[src/rtl/adder32_rr_sched_if.sv]
// rtl/adder32_rr_sched_if.sv - request/operand/result bundle for the shared-adder scheduler (ADDER32_SCHED_OVF_EN adds carry/overflow)
interface adder32_rr_sched_if #(
    parameter int N_REQ = 4
);
    localparam int IDW = $clog2(N_REQ);

    logic [N_REQ-1:0]    i_req;
    logic [32*N_REQ-1:0] i_a;
    logic [32*N_REQ-1:0] i_b;
    logic [N_REQ-1:0]    o_gnt;
    logic                o_valid;
    logic [31:0]         o_sum;
    logic [IDW-1:0]      o_id;
    logic                i_ready;
`ifdef ADDER32_SCHED_OVF_EN
    logic                o_cout;
    logic                o_ovf;

    modport slave (
        input  i_req, i_a, i_b, i_ready,
        output o_gnt, o_valid, o_sum, o_id, o_cout, o_ovf
    );
    modport master (
        output i_req, i_a, i_b, i_ready,
        input  o_gnt, o_valid, o_sum, o_id, o_cout, o_ovf
    );
`else
    modport slave (
        input  i_req, i_a, i_b, i_ready,
        output o_gnt, o_valid, o_sum, o_id
    );
    modport master (
        output i_req, i_a, i_b, i_ready,
        input  o_gnt, o_valid, o_sum, o_id
    );
`endif
endinterface

[src/rtl/adder32_rr_sched.sv]
// rtl/adder32_rr_sched.sv - round-robin scheduler sharing one adder32 among N_REQ requesters (ADDER32_SCHED_OVF_EN adds o_cout/o_ovf)
module adder32 (
    input  logic [31:0] a_i,
    input  logic [31:0] b_i,
    input  logic        cin_i,
`ifdef ADDER32_SCHED_OVF_EN
    output logic        cout_o,
`endif
    output logic [31:0] sum_o
);
    logic [32:0] full_w;

    assign full_w = {1'b0, a_i} + {1'b0, b_i} + {32'b0, cin_i};
    assign sum_o  = full_w[31:0];
`ifdef ADDER32_SCHED_OVF_EN
    assign cout_o = full_w[32];
`endif
endmodule

module adder32_rr_sched #(
    parameter int N_REQ = 4
) (
    input  logic                i_clk,
    input  logic                i_rst_n,
    adder32_rr_sched_if.slave   bus
);
    localparam int IDW = $clog2(N_REQ);

    typedef enum logic {
        S_EMPTY = 1'b0,
        S_FULL  = 1'b1
    } state_t;

    state_t         state_q, state_d;
    logic [IDW-1:0] ptr_q, ptr_d;
    logic [31:0]    sum_q, sum_d;
    logic [IDW-1:0] id_q, id_d;
`ifdef ADDER32_SCHED_OVF_EN
    logic           cout_q, cout_d;
    logic           ovf_q, ovf_d;
    logic           add_cout;
`endif

    logic           found;
    logic [IDW-1:0] gnt_idx;
    logic [IDW:0]   cand_w;
    logic [IDW-1:0] ptr_next;
    logic           can_issue;
    logic           issue;
    logic [31:0]    op_a;
    logic [31:0]    op_b;
    logic [31:0]    add_sum;

    // Scan upward from the pointer with wrap; first live request wins.
    always_comb begin
        found   = 1'b0;
        gnt_idx = '0;
        cand_w  = '0;
        for (int i = 0; i < N_REQ; i++) begin
            cand_w = {1'b0, ptr_q} + (IDW+1)'(i);
            if (cand_w >= (IDW+1)'(N_REQ)) begin
                cand_w = cand_w - (IDW+1)'(N_REQ);
            end
            if (!found && bus.i_req[cand_w[IDW-1:0]]) begin
                found   = 1'b1;
                gnt_idx = cand_w[IDW-1:0];
            end
        end
    end

    assign ptr_next  = (gnt_idx == IDW'(N_REQ - 1)) ? '0 : gnt_idx + IDW'(1);
    assign can_issue = (state_q == S_EMPTY) || bus.i_ready;
    // Gating with reset keeps the grant low while reset is asserted.
    assign issue     = can_issue && found && i_rst_n;
    assign bus.o_gnt = issue ? (N_REQ'(1) << gnt_idx) : '0;

    assign op_a = bus.i_a[{gnt_idx, 5'b0} +: 32];
    assign op_b = bus.i_b[{gnt_idx, 5'b0} +: 32];

    adder32 u_adder (
        .a_i    (op_a),
        .b_i    (op_b),
        .cin_i  (1'b0),
`ifdef ADDER32_SCHED_OVF_EN
        .cout_o (add_cout),
`endif
        .sum_o  (add_sum)
    );

    always_comb begin
        state_d = state_q;
        ptr_d   = ptr_q;
        sum_d   = sum_q;
        id_d    = id_q;
`ifdef ADDER32_SCHED_OVF_EN
        cout_d  = cout_q;
        ovf_d   = ovf_q;
`endif
        case (state_q)
            S_EMPTY: begin
                if (issue) begin
                    state_d = S_FULL;
                end
            end
            S_FULL: begin
                if (bus.i_ready && !issue) begin
                    state_d = S_EMPTY;
                end
            end
            default: begin
                state_d = S_EMPTY;
            end
        endcase
        // Drain and reload may coincide; the new result replaces the old one without a bubble.
        if (issue) begin
            sum_d = add_sum;
            id_d  = gnt_idx;
            ptr_d = ptr_next;
`ifdef ADDER32_SCHED_OVF_EN
            cout_d = add_cout;
            ovf_d  = (op_a[31] == op_b[31]) && (add_sum[31] != op_a[31]);
`endif
        end
    end

    always_ff @(posedge i_clk or negedge i_rst_n) begin
        if (!i_rst_n) begin
            state_q <= S_EMPTY;
            ptr_q   <= '0;
            sum_q   <= '0;
            id_q    <= '0;
`ifdef ADDER32_SCHED_OVF_EN
            cout_q  <= 1'b0;
            ovf_q   <= 1'b0;
`endif
        end else begin
            state_q <= state_d;
            ptr_q   <= ptr_d;
            sum_q   <= sum_d;
            id_q    <= id_d;
`ifdef ADDER32_SCHED_OVF_EN
            cout_q  <= cout_d;
            ovf_q   <= ovf_d;
`endif
        end
    end

    assign bus.o_valid = (state_q == S_FULL);
    assign bus.o_sum   = sum_q;
    assign bus.o_id    = id_q;
`ifdef ADDER32_SCHED_OVF_EN
    assign bus.o_cout  = cout_q;
    assign bus.o_ovf   = ovf_q;
`endif
endmodule

[src/flat_wrapper.sv]
// flat-port wrapper written by rule: the top's interface ports become plain ports
module adder32_rr_sched_flat 
#(
    parameter int N_REQ = 4
)
  (i_clk, i_rst_n, bus_i_req, bus_i_a, bus_i_b, bus_i_ready, bus_o_gnt, bus_o_valid, bus_o_sum, bus_o_id);
  adder32_rr_sched_if #(.N_REQ(N_REQ)) bus_i ();
  input  logic i_clk;
  input  logic i_rst_n;
  input wire logic [$bits(bus_i.i_req)-1:0] bus_i_req;
  input wire logic [$bits(bus_i.i_a)-1:0] bus_i_a;
  input wire logic [$bits(bus_i.i_b)-1:0] bus_i_b;
  input wire logic [$bits(bus_i.i_ready)-1:0] bus_i_ready;
  output wire logic [$bits(bus_i.o_gnt)-1:0] bus_o_gnt;
  output wire logic [$bits(bus_i.o_valid)-1:0] bus_o_valid;
  output wire logic [$bits(bus_i.o_sum)-1:0] bus_o_sum;
  output wire logic [$bits(bus_i.o_id)-1:0] bus_o_id;
  assign bus_i.i_req = bus_i_req;
  assign bus_i.i_a = bus_i_a;
  assign bus_i.i_b = bus_i_b;
  assign bus_i.i_ready = bus_i_ready;
  assign bus_o_gnt = bus_i.o_gnt;
  assign bus_o_valid = bus_i.o_valid;
  assign bus_o_sum = bus_i.o_sum;
  assign bus_o_id = bus_i.o_id;
  adder32_rr_sched #(.N_REQ(N_REQ)) u_core (.i_clk(i_clk), .i_rst_n(i_rst_n), .bus(bus_i));
endmodule
[config.mk]
export PLATFORM = sky130hd
export DESIGN_NAME = adder32_rr_sched_flat
export DESIGN_NICKNAME = d
export VERILOG_FILES = /design/src/rtl/adder32_rr_sched_if.sv /design/src/rtl/adder32_rr_sched.sv /design/src/flat_wrapper.sv
export SDC_FILE = /design/constraint.sdc
export NUM_CORES = 1
export LEC_CHECK = 0
export BUFFER_PORTS_ARGS = -buffer_cell sky130_fd_sc_hd__buf_4
export CAP_MARGIN = 20
export CORE_ASPECT_RATIO = 0.7
export CORE_MARGIN = 5
export CORE_UTILIZATION = 41
export CTS_CLUSTER_SIZE = 16
export DETAILED_ROUTE_END_ITERATION = 10
export HOLD_SLACK_MARGIN = 0.06
export PLACE_DENSITY_LB_ADDON = 0.05
export SLEW_MARGIN = 10
export SYNTH_ARGS = -nofsm -noshare
export SYNTH_HDL_FRONTEND = slang
export SYNTH_SLANG_ARGS = --single-unit
[constraint.sdc]
create_clock -name i_clk -period 3.45 [get_ports i_clk]
set_input_delay 0.5175 -clock i_clk [delete_from_list [all_inputs] [get_ports i_clk]]
set_output_delay 0.5175 -clock i_clk [all_outputs]
set_load 0.05 [all_outputs]
==> reports/summary.md, run 1 <==
Outcome
* finished with violations — status
* negative setup slack — violated checks

Synth
* 0 — number of enable flip-flop cells after synthesis
* 0 — number of warning messages in the yosys log
* 18.5% — share of the yosys chip area belonging to registers
* 57 — Unique masters post-synth
* 5000 um^2 — Mapped Area
* sky130_fd_sc_hd__nand2_1 23%, sky130_fd_sc_hd__dfrtp_1 19%, sky130_fd_sc_hd__ha_1 8.8% — top cells by area, synth
* 37.5% — share of synthesized cell area in and, or, nand and nor gates
* 6.45 um^2 — average instance area after synthesis
* 100% — share of synthesized registers carrying an async set or reset
* 37 — post-synthesis sequential element count
* 9.15% — adder-cell area share of the yosys netlist
* 4.90% — fraction of synthesized cell area in xor and xnor cells
* 776 — synthesized netlist cell count
* 1.23% — multiplexer share of the synthesized area
* sky130_fd_sc_hd__nand2_1 — Synth area leader
* sky130_fd_sc_hd__dfrtp_1 — main flop type after synthesis
* 22.7% — portion of synthesized cell area occupied by the leading cell type
* simple AND/OR/NAND/NOR gates — dominant combinational cell family by area after synthesis
* 1075 — syn nets
* 23.9% — compound-cell area share of the yosys netlist

Flow run
* 0 — Max-cap violations

GRT
* 0 — initial antenna violation count
* 0 — Congestion Overflow GR
* 7051 — vias in the first global route
* 39 — largest net degree at the start of global routing
* 32.0% — GRT Total Usage
* 37.3 mm — first-pass GRT wire length

Route
* 0 — DRC violation count after routing
* 7409 — count of vias placed by the detailed router
* 5 — TritonRoute pass-1 iters
* 25.7 mm — final WL
* 682 — detailed router's first-iteration violation count
* 5.49 — post-DR vias/cell
* 19.0 um — post-DR wirelength/cell
* 0 — number of nets still failing antenna checks after routing

Setup path
* flop — Crit. End Element
* 19 — count of cells along the worst register-to-register path
* bus_i_req[2] — worst setup path startpoint
* 21 — crit path max fanout
* buf_4, inv_1, o22ai_2, a211oi_4, buf_12, inv_16, buf_12, nand2_1, and3_1, a31oi_1, ha_1, buf_6, nand2_1, nor2_2, nand2_2, buf_6, o22ai_2, a211oi_2, o21ba_2, or4_1, nand3_1 — worst-path cell chain
* u_core.bus.o_sum[20]$_DFFE_PN0P_ — worst reg2reg endpoint
* sky130_fd_sc_hd__ha_1 — Critical Path Slowest Stage Cell
* 7 — worst path buffer plus inverter count
* simple AND/OR/NAND/NOR gates — Worst path top cell family by delay
* 3.94 ns — Arr. time, crit path
* -0.28 ns — R2R Setup Slk
* 3.66 ns — data required time at the worst endpoint
* in2reg — Critical Setup Path Class
* input pin — nature of the critical path startpoint
* u_core.ptr_q[1]$_DFFE_PN0P_ — startpoint of the most critical register-to-register path
* 0.42 ns — Critical Path Max Stage Delay

Power and ir drop
* 4.8% — clock network fraction of design power
* 5.72 mW — Int Power
* 6.9% — power share of the sequential group
* 11.4 mW — Power, Total
* 4.85 nW — standby leakage power
* 88.3% — relative contribution of combinational cells to total power
* 49.6% — Sw Share
* 5.63 mW — Sw Pwr
* 681 uV — Max VDD drop
* 1210 nW/um^2 — pwr dens

Placement
* 8390 um^2 — cell area after placement
* 1308 — number of instances in the placed design
* 18.6 mm — post-DP HPWL
* 0.931 — Placer Congestion
* -0.662 ns — pre-CTS setup slack
* 301 — count of port buffers added during placement

Timing
* 0.627 ns — Least-Margin Pin Slew
* 0 — final-report max-slew violation count
* 0.205 ns — minimum hold slack
* -3.49 ns — Post-Route Setup TNS
* 268 MHz — Max Freq
* 21 — setup-violating endpoint count in the final report
* 0.00588 ns — worst clock skew
* 0 — final number of hold-violating endpoints
* 3.73 ns — Final min period
* true — setup repair after global routing missed its margin
* 108% — post-route clock period utilization
* -0.276 ns — worst path setup slack after routing
* 58.2% — worst max-slew margin expressed relative to the limit

Finish
* 1490 — fin nets
* 1349 — filler-free cell count of the finished design
* 79.4% — final core utilization
* 9380 um^2 — post-route standard cell area excluding fillers
* 46.6% — fraction of layout cells with a size suffix above 1
* 87.4% — Layout area overhead
* 0 — Antenna Diode Count

Clock tree
* 5 — number of buffers inserted during clock tree synthesis
* done — TritonCTS clock tree
* 37 — number of clock sinks seen by CTS
* 0.28 ns — clk_lat worst skew
* 0.06 ns — clock slew seen by the registers of the worst setup and hold paths
* 2 — maximum level of the CTS H-tree
* 0 — total of hold buffers inserted after clock tree synthesis
* sky130_fd_sc_hd__clkbuf_16 — master cell of the clock root buffer
* 2 — maximum buffer depth of the clock tree

Floorplan
* 33 — site row count
* 102 um — vertical extent of the die
* 11800 um^2 — area inside the core boundary
* 42.4% — initial core utilization
* 142 um — Die X
* 302 — Top Ports
* 14500 um^2 — Die ar.

Worst hold path
* in2async — path category of the worst min-delay check

==> worst max path at each step <==
stage                                  endpoint  slack (ns)  cells after the start
2_1_floorplan  u_core.bus.o_sum[18]$_DFFE_PN0P_       -0.18                     20
3_3_place_gp   u_core.bus.o_sum[17]$_DFFE_PN0P_       -0.56                     21
3_5_place_dp   u_core.bus.o_sum[31]$_DFFE_PN0P_       -0.66                     21
4_1_cts        u_core.bus.o_sum[29]$_DFFE_PN0P_       -0.17                     19
5_1_grt        u_core.bus.o_sum[20]$_DFFE_PN0P_       -0.44                     21
6_report       u_core.bus.o_sum[20]$_DFFE_PN0P_       -0.28                     21
==> synthesized netlist by cell type, types with 3 or more instances <==
| master | number |
|---|---|
| sky130_fd_sc_hd__o22ai_1 | 3 |
| sky130_fd_sc_hd__o21ai_2 | 3 |
| sky130_fd_sc_hd__nand3_1 | 11 |
| sky130_fd_sc_hd__clkbuf_1 | 35 |
| sky130_fd_sc_hd__a21o_1 | 13 |
| sky130_fd_sc_hd__and3_2 | 3 |
| sky130_fd_sc_hd__a21o_2 | 3 |
| sky130_fd_sc_hd__nor3_1 | 4 |
| sky130_fd_sc_hd__nor2_1 | 17 |
| sky130_fd_sc_hd__dfrtp_1 | 37 |
| sky130_fd_sc_hd__buf_1 | 10 |
| sky130_fd_sc_hd__inv_1 | 6 |
| sky130_fd_sc_hd__a21oi_2 | 3 |
| sky130_fd_sc_hd__xnor2_1 | 18 |
| sky130_fd_sc_hd__o21a_1 | 3 |
| sky130_fd_sc_hd__a211oi_1 | 5 |
| sky130_fd_sc_hd__buf_2 | 5 |
| sky130_fd_sc_hd__nor2b_1 | 3 |
| sky130_fd_sc_hd__and3_1 | 65 |
| sky130_fd_sc_hd__nor3b_1 | 3 |
| sky130_fd_sc_hd__and2_1 | 4 |
| sky130_fd_sc_hd__a31oi_1 | 63 |
| sky130_fd_sc_hd__o31ai_1 | 4 |
| sky130_fd_sc_hd__nand2b_1 | 4 |
| sky130_fd_sc_hd__o21ai_0 | 41 |
| sky130_fd_sc_hd__a21oi_1 | 23 |
| sky130_fd_sc_hd__mux2i_1 | 5 |
| sky130_fd_sc_hd__xor2_1 | 10 |
| sky130_fd_sc_hd__nand2_1 | 303 |
| sky130_fd_sc_hd__ha_1 | 35 |
==> power by group through the flow <==
stage | combinational, mW | clock [mW] | sequential, mW
2_1_floorplan | 4.22 | 0 | 1.44
3_3_place_gp | 8.08 | 0 | 0.778
3_5_place_dp | 8.15 | 0 | 0.783
4_1_cts | 9.11 | 0.541 | 0.782
5_1_grt | 10.6 | 0.561 | 0.814
6_report | 10.0 | 0.544 | 0.788
==> what timing repair did <==
item                       in CTS  in global routing
pin swaps                      25                 25
setup buffers                  15                 11
gates cloned                    5                  3
setup endpoints to repair      23                 25
gates resized for setup        67                 30
==> kinds of logic after synthesis <==
group / after synthesis
muxes: 6
buffers and inverters: 60
AOI/OAI and AO/OA: 182
and+or+nand+nor: 427
DFF: 37
xor gates and xnor gates: 28
adders and majority gates: 36
==> state kept, by name (all words and copies together), names as in the netlist <==
name / count
u_core.bus.o_sum: 32
u_core.bus.o_id: 2
u_core.ptr_q: 2
u_core.bus.o_valid: 1
==> routing by layer <==
metal / vias to the layer above / routed length, um / GRT usage (%)
li1: 3533 / - / -
met1: 3444 / 10800 / 44.3
met2: 379 / 11800 / 51.1
met3: 53 / 2490 / 6.50
met4: 0 / 612 / 8.92
met5: - / 0 / 0
==> final cells by class <==
| type | instances | area [um^2] |
|---|---|---|
| clock inverter | 1 | 30.0 |
| timing repair inverter | 1 | 20.0 |
| timing repair buffer | 459 | 3760 |
| fill | 850 | 2430 |
| sequential | 37 | 926 |
| tap | 157 | 196 |
| multi-input combinational | 679 | 4260 |
| inverter | 8 | 46.3 |
| clock buffer | 7 | 143 |
==> layout by cell type, fill, tap and decap left out, types with 3 or more instances in the layout <==
cell	count
sky130_fd_sc_hd__buf_4	436
sky130_fd_sc_hd__nand2_1	300
sky130_fd_sc_hd__and3_1	60
sky130_fd_sc_hd__a31oi_1	51
sky130_fd_sc_hd__dfrtp_1	37
sky130_fd_sc_hd__ha_1	28
sky130_fd_sc_hd__o21ai_0	19
sky130_fd_sc_hd__o21ai_1	16
sky130_fd_sc_hd__a21oi_1	15
sky130_fd_sc_hd__nor2_1	14
sky130_fd_sc_hd__a21o_1	13
sky130_fd_sc_hd__xnor2_1	13
sky130_fd_sc_hd__buf_12	11
sky130_fd_sc_hd__nand3_1	10
sky130_fd_sc_hd__a21oi_2	10
sky130_fd_sc_hd__o21ai_2	10
sky130_fd_sc_hd__xor2_1	9
sky130_fd_sc_hd__a31oi_2	9
sky130_fd_sc_hd__clkbuf_16	8
sky130_fd_sc_hd__and3_4	7
sky130_fd_sc_hd__inv_1	6
sky130_fd_sc_hd__mux2i_1	5
sky130_fd_sc_hd__xnor2_2	5
sky130_fd_sc_hd__and2_1	4
sky130_fd_sc_hd__a31oi_4	4
sky130_fd_sc_hd__ha_2	4
sky130_fd_sc_hd__buf_16	4
sky130_fd_sc_hd__buf_6	4
sky130_fd_sc_hd__nand2b_1	3
sky130_fd_sc_hd__nor2_2	3
sky130_fd_sc_hd__o21a_1	3
sky130_fd_sc_hd__a21o_2	3
sky130_fd_sc_hd__a211oi_1	3
sky130_fd_sc_hd__nor3b_1	3
sky130_fd_sc_hd__nor3_1	3
sky130_fd_sc_hd__o31ai_1	3
sky130_fd_sc_hd__ha_4	3
No activity file was read; power rests on OpenSTA's default activity.
==> run 2: changes to the inputs <==
CELL_PAD_IN_SITES_DETAIL_PLACEMENT = 0   (was unset)
CELL_PAD_IN_SITES_GLOBAL_PLACEMENT = 2   (was unset)
CORE_ASPECT_RATIO = 2   (was 0.7)
CORE_UTILIZATION = 19   (was 41)
==> run 2 against run 1 <==
  * Highest routed layer unchanged
  * Clock skew fell by 0.0045 ns
  * Clock-buffer cell count is 1 higher
  * Total power is 0.29% lower
  * Critical path depth fell by 2
  * Cell count rose by 14%
  * Sequential share of layout area shrank 0.26 points
  * Global-route usage down 14 points
  * Critical endpoint is now u_core.bus.o_sum[29]$_DFFE_PN0P_
  * The run still ends with negative setup slack left
  * Critical path type is now reg2reg
==> reports/summary.md, run 2 (same netlist as run 1, synthesis figures left out) <==
Clock tree
* 2 — maximum buffer depth of the clock tree, unchanged
* 37 — number of clock sinks seen by CTS, unchanged
* done — TritonCTS clock tree
* 5 — number of buffers inserted during clock tree synthesis, unchanged
* 2 — maximum level of the CTS H-tree, unchanged
* sky130_fd_sc_hd__clkbuf_16 — master cell of the clock root buffer
* 0.29 ns — clk_lat worst skew, about the same
* 0.06 ns — clock slew seen by the registers of the worst setup and hold paths, about the same

Power and ir drop
* 4.82 nW — standby leakage power, -0.49%
* 7.0% — power share of the sequential group, about the same
* 1170 nW/um^2 — pwr dens, -3.2%
* 5.80 mW — Int Power, +1.3%
* 48.8% — Sw Share, -0.82 points
* 5.52 mW — Sw Pwr, -1.9%
* 89.0% — relative contribution of combinational cells to total power, +0.7 points
* 352 uV — Max VDD drop, -48%
* 4.0% — clock network fraction of design power, -0.8 points

Route
* 16.2 mm — met2 WL post-DR, +38%
* 18.1 um — post-DR wirelength/cell, -4.7%
* 4 — TritonRoute pass-1 iters, -1
* 4.46 — post-DR vias/cell, -19%
* 6858 — count of vias placed by the detailed router, -7.4%
* met4 — DR top layer
* 0 — DRC violation count after routing, unchanged
* 9.24 mm — routed metal-1 wire length, -15%
* 261 — detailed router's first-iteration violation count, -62%
* 1.69 mm — routed length on met3, -32%
* 0 — number of nets still failing antenna checks after routing, unchanged
* 27.9 mm — final WL, +8.7%

Finish
* sky130_fd_sc_hd__buf_4 — most common cell after layout, fill and taps aside
* 36.9% — final core utilization, -42 points
* 32 — number of flip-flops under the largest register name, unchanged
* 1493 — fin nets, +0.20%
* 47.2% — fraction of layout cells with a size suffix above 1, +0.55 points
* 0 — Antenna Diode Count, unchanged
* 1539 — filler-free cell count of the finished design, +14%
* 437 x sky130_fd_sc_hd__buf_4, 299 x sky130_fd_sc_hd__nand2_1, 63 x sky130_fd_sc_hd__and3_1 — highest-count cells in the layout ignoring fill and taps
* 93.1% — Layout area overhead

Timing
* -0.259 ns — worst path setup slack after routing, +0.0173 ns
* 0 — final number of hold-violating endpoints, unchanged
* 270 MHz — Max Freq, +0.47%
* 21 — setup-violating endpoint count in the final report, unchanged
* 108% — post-route clock period utilization, -0.50 points
* 0 — final-report max-slew violation count, unchanged
* 0.00142 ns — worst clock skew, -0.00446 ns
* 3.71 ns — Final min period, -0.0173 ns
* true — setup repair after global routing missed its margin
* 0.687 ns — Least-Margin Pin Slew, +0.0593 ns
* 54.1% — worst max-slew margin expressed relative to the limit, -4.1 points

GRT
* 0 — Congestion Overflow GR, unchanged
* 42.2 mm — first-pass GRT wire length, +13%
* 53 — largest net degree at the start of global routing, +36%
* 0 — initial antenna violation count, unchanged
* 17.9% — GRT Total Usage, -14 points
* 7360 — vias in the first global route, +4.4%

Placement
* 301 — count of port buffers added during placement, unchanged
* 1502 — number of instances in the placed design, +15%
* 23.3 mm — post-DP HPWL, +25%
* 0.761 — Placer Congestion, -18%
* -0.755 ns — pre-CTS setup slack, -0.0927 ns

Setup path
* compound AO/OA/AOI/OAI gates — Worst path top cell family by delay
* sky130_fd_sc_hd__dfrtp_2 — Critical Path Slowest Stage Cell
* 9 — crit path max fanout, -57%
* 19 — total stage count of the critical path, -9.5%
* u_core.ptr_q[0]$_DFFE_PN0P_ — worst setup path startpoint
* u_core.ptr_q[0]$_DFFE_PN0P_ — startpoint of the most critical register-to-register path
* flop — nature of the critical path startpoint
* nor2b_4, a21oi_2, nor2_2, a211oi_4, buf_12, buf_6, buf_4, nand2_1, and3_1, a31oi_4, ha_4, a21oi_4, o211ai_4, a31oi_4, o21ai_4, a311oi_4, o21ai_2, a21oi_2, mux2_4 — worst-path cell chain
* 0.42 ns — Critical Path Max Stage Delay, about the same
* -0.26 ns — R2R Setup Slk, +0.02 ns
* 3.88 ns — Arr. time, crit path, -0.06 ns
* flop — Crit. End Element
* u_core.bus.o_sum[29]$_DFFE_PN0P_ — timing endpoint of the critical path
* 3 — worst path buffer plus inverter count, -4
* 3.63 ns — data required time at the worst endpoint, -0.03 ns
* u_core.bus.o_sum[29]$_DFFE_PN0P_ — worst reg2reg endpoint
* reg2reg — Critical Setup Path Class
* 19 — count of cells along the worst register-to-register path, unchanged

Outcome
* finished with violations — status
* negative setup slack — violated checks

Floorplan
* 125 um — Die X, -12%
* 302 — Top Ports, unchanged
* 29900 um^2 — Die ar., +110%
* 19.1% — initial core utilization, -23 points
* 239 um — vertical extent of the die, +130%
* 26200 um^2 — area inside the core boundary, +120%
* 84 — site row count, +150%

Flow run
* 0 — Max-cap violations, unchanged

Worst hold path
* in2async — path category of the worst min-delay check

run 2: power by group through the flow:
stage	Sequential, mW	Clock (mW)	Combinational [mW]
2_1_floorplan	1.44	0	4.22
3_3_place_gp	0.795	0	8.70
3_5_place_dp	0.802	0	8.66
4_1_cts	0.796	0.472	9.60
5_1_grt	0.823	0.488	10.9
6_report	0.790	0.456	10.1
run 2: worst reg2reg max path, stage by stage, from the launching register on:
cell and delay [ns]:
sky130_fd_sc_hd__dfrtp_2 0.42, sky130_fd_sc_hd__nor2b_4 0.06, sky130_fd_sc_hd__a21oi_2 0.11, sky130_fd_sc_hd__nor2_2 0.06
sky130_fd_sc_hd__a211oi_4 0.24, sky130_fd_sc_hd__buf_12 0.21, sky130_fd_sc_hd__buf_6 0.15, sky130_fd_sc_hd__buf_4 0.11
sky130_fd_sc_hd__nand2_1 0.04, sky130_fd_sc_hd__and3_1 0.18, sky130_fd_sc_hd__a31oi_4 0.21, sky130_fd_sc_hd__ha_4 0.24
sky130_fd_sc_hd__a21oi_4 0.19, sky130_fd_sc_hd__o211ai_4 0.10, sky130_fd_sc_hd__a31oi_4 0.21, sky130_fd_sc_hd__o21ai_4 0.11
sky130_fd_sc_hd__a311oi_4 0.36, sky130_fd_sc_hd__o21ai_2 0.13, sky130_fd_sc_hd__a21oi_2 0.15, sky130_fd_sc_hd__mux2_4 0.30
run 2: repair_timing:
action | 4_1_cts | 5_1_grt
hold buffers | 0 | 0
resized for setup | 63 | 47
pin swaps | 26 | 33
setup buffers | 18 | 7
endpoints found under the setup margin | 23 | 26
gates cloned | 2 | 2
run 2: area by class of cell:
| class | instances | area (um^2) |
|---|---|---|
| fill | 2857 | 16500 |
| timing repair inverter | 1 | 11.3 |
| inverter | 8 | 46.3 |
| multi-input combinational | 679 | 4370 |
| clock buffer | 8 | 136 |
| timing repair buffer | 462 | 3740 |
| tap | 344 | 430 |
| sequential | 37 | 928 |
run 2: layer usage:
metal / vias up / global-route usage (%)
met3: 30 / 4.17
met2: 224 / 37.4
met5: - / 0
met4: 0 / 5.19
met1: 3074 / 16.9
li1: 3530 / -
run 2: through the flow:
step / setup TNS [ns] / power (mW) / instance area [um^2] / hold slack, ns
after floorplan: -0.849 / 5.66 / 5100 / 0.222
after global placement: -13.31 / 9.49 / 8700 / 0.461
after detailed placement: -13.13 / 9.46 / 8700 / 0.468
after CTS: -5.92 / 10.9 / 9310 / 0.378
after global routing: -8.41 / 12.2 / 9660 / 0.401
final: -3.19 / 11.3 / 9660 / 0.351
run 2: how the worst min path moves through the flow:
stage | startpoint | to | slack (ns)
5_1_grt | i_rst_n | u_core.bus.o_id[0]$_DFFE_PN0P_ | 0.40
6_report | i_rst_n | u_core.bus.o_id[0]$_DFFE_PN0P_ | 0.35
4_1_cts | i_rst_n | u_core.bus.o_sum[24]$_DFFE_PN0P_ | 0.38
3_5_place_dp | u_core.bus.o_sum[1]$_DFFE_PN0P_ | u_core.bus.o_sum[1]$_DFFE_PN0P_ | 0.47
3_3_place_gp | u_core.bus.o_sum[1]$_DFFE_PN0P_ | u_core.bus.o_sum[1]$_DFFE_PN0P_ | 0.46
2_1_floorplan | i_rst_n | u_core.bus.o_id[0]$_DFFE_PN0P_ | 0.22
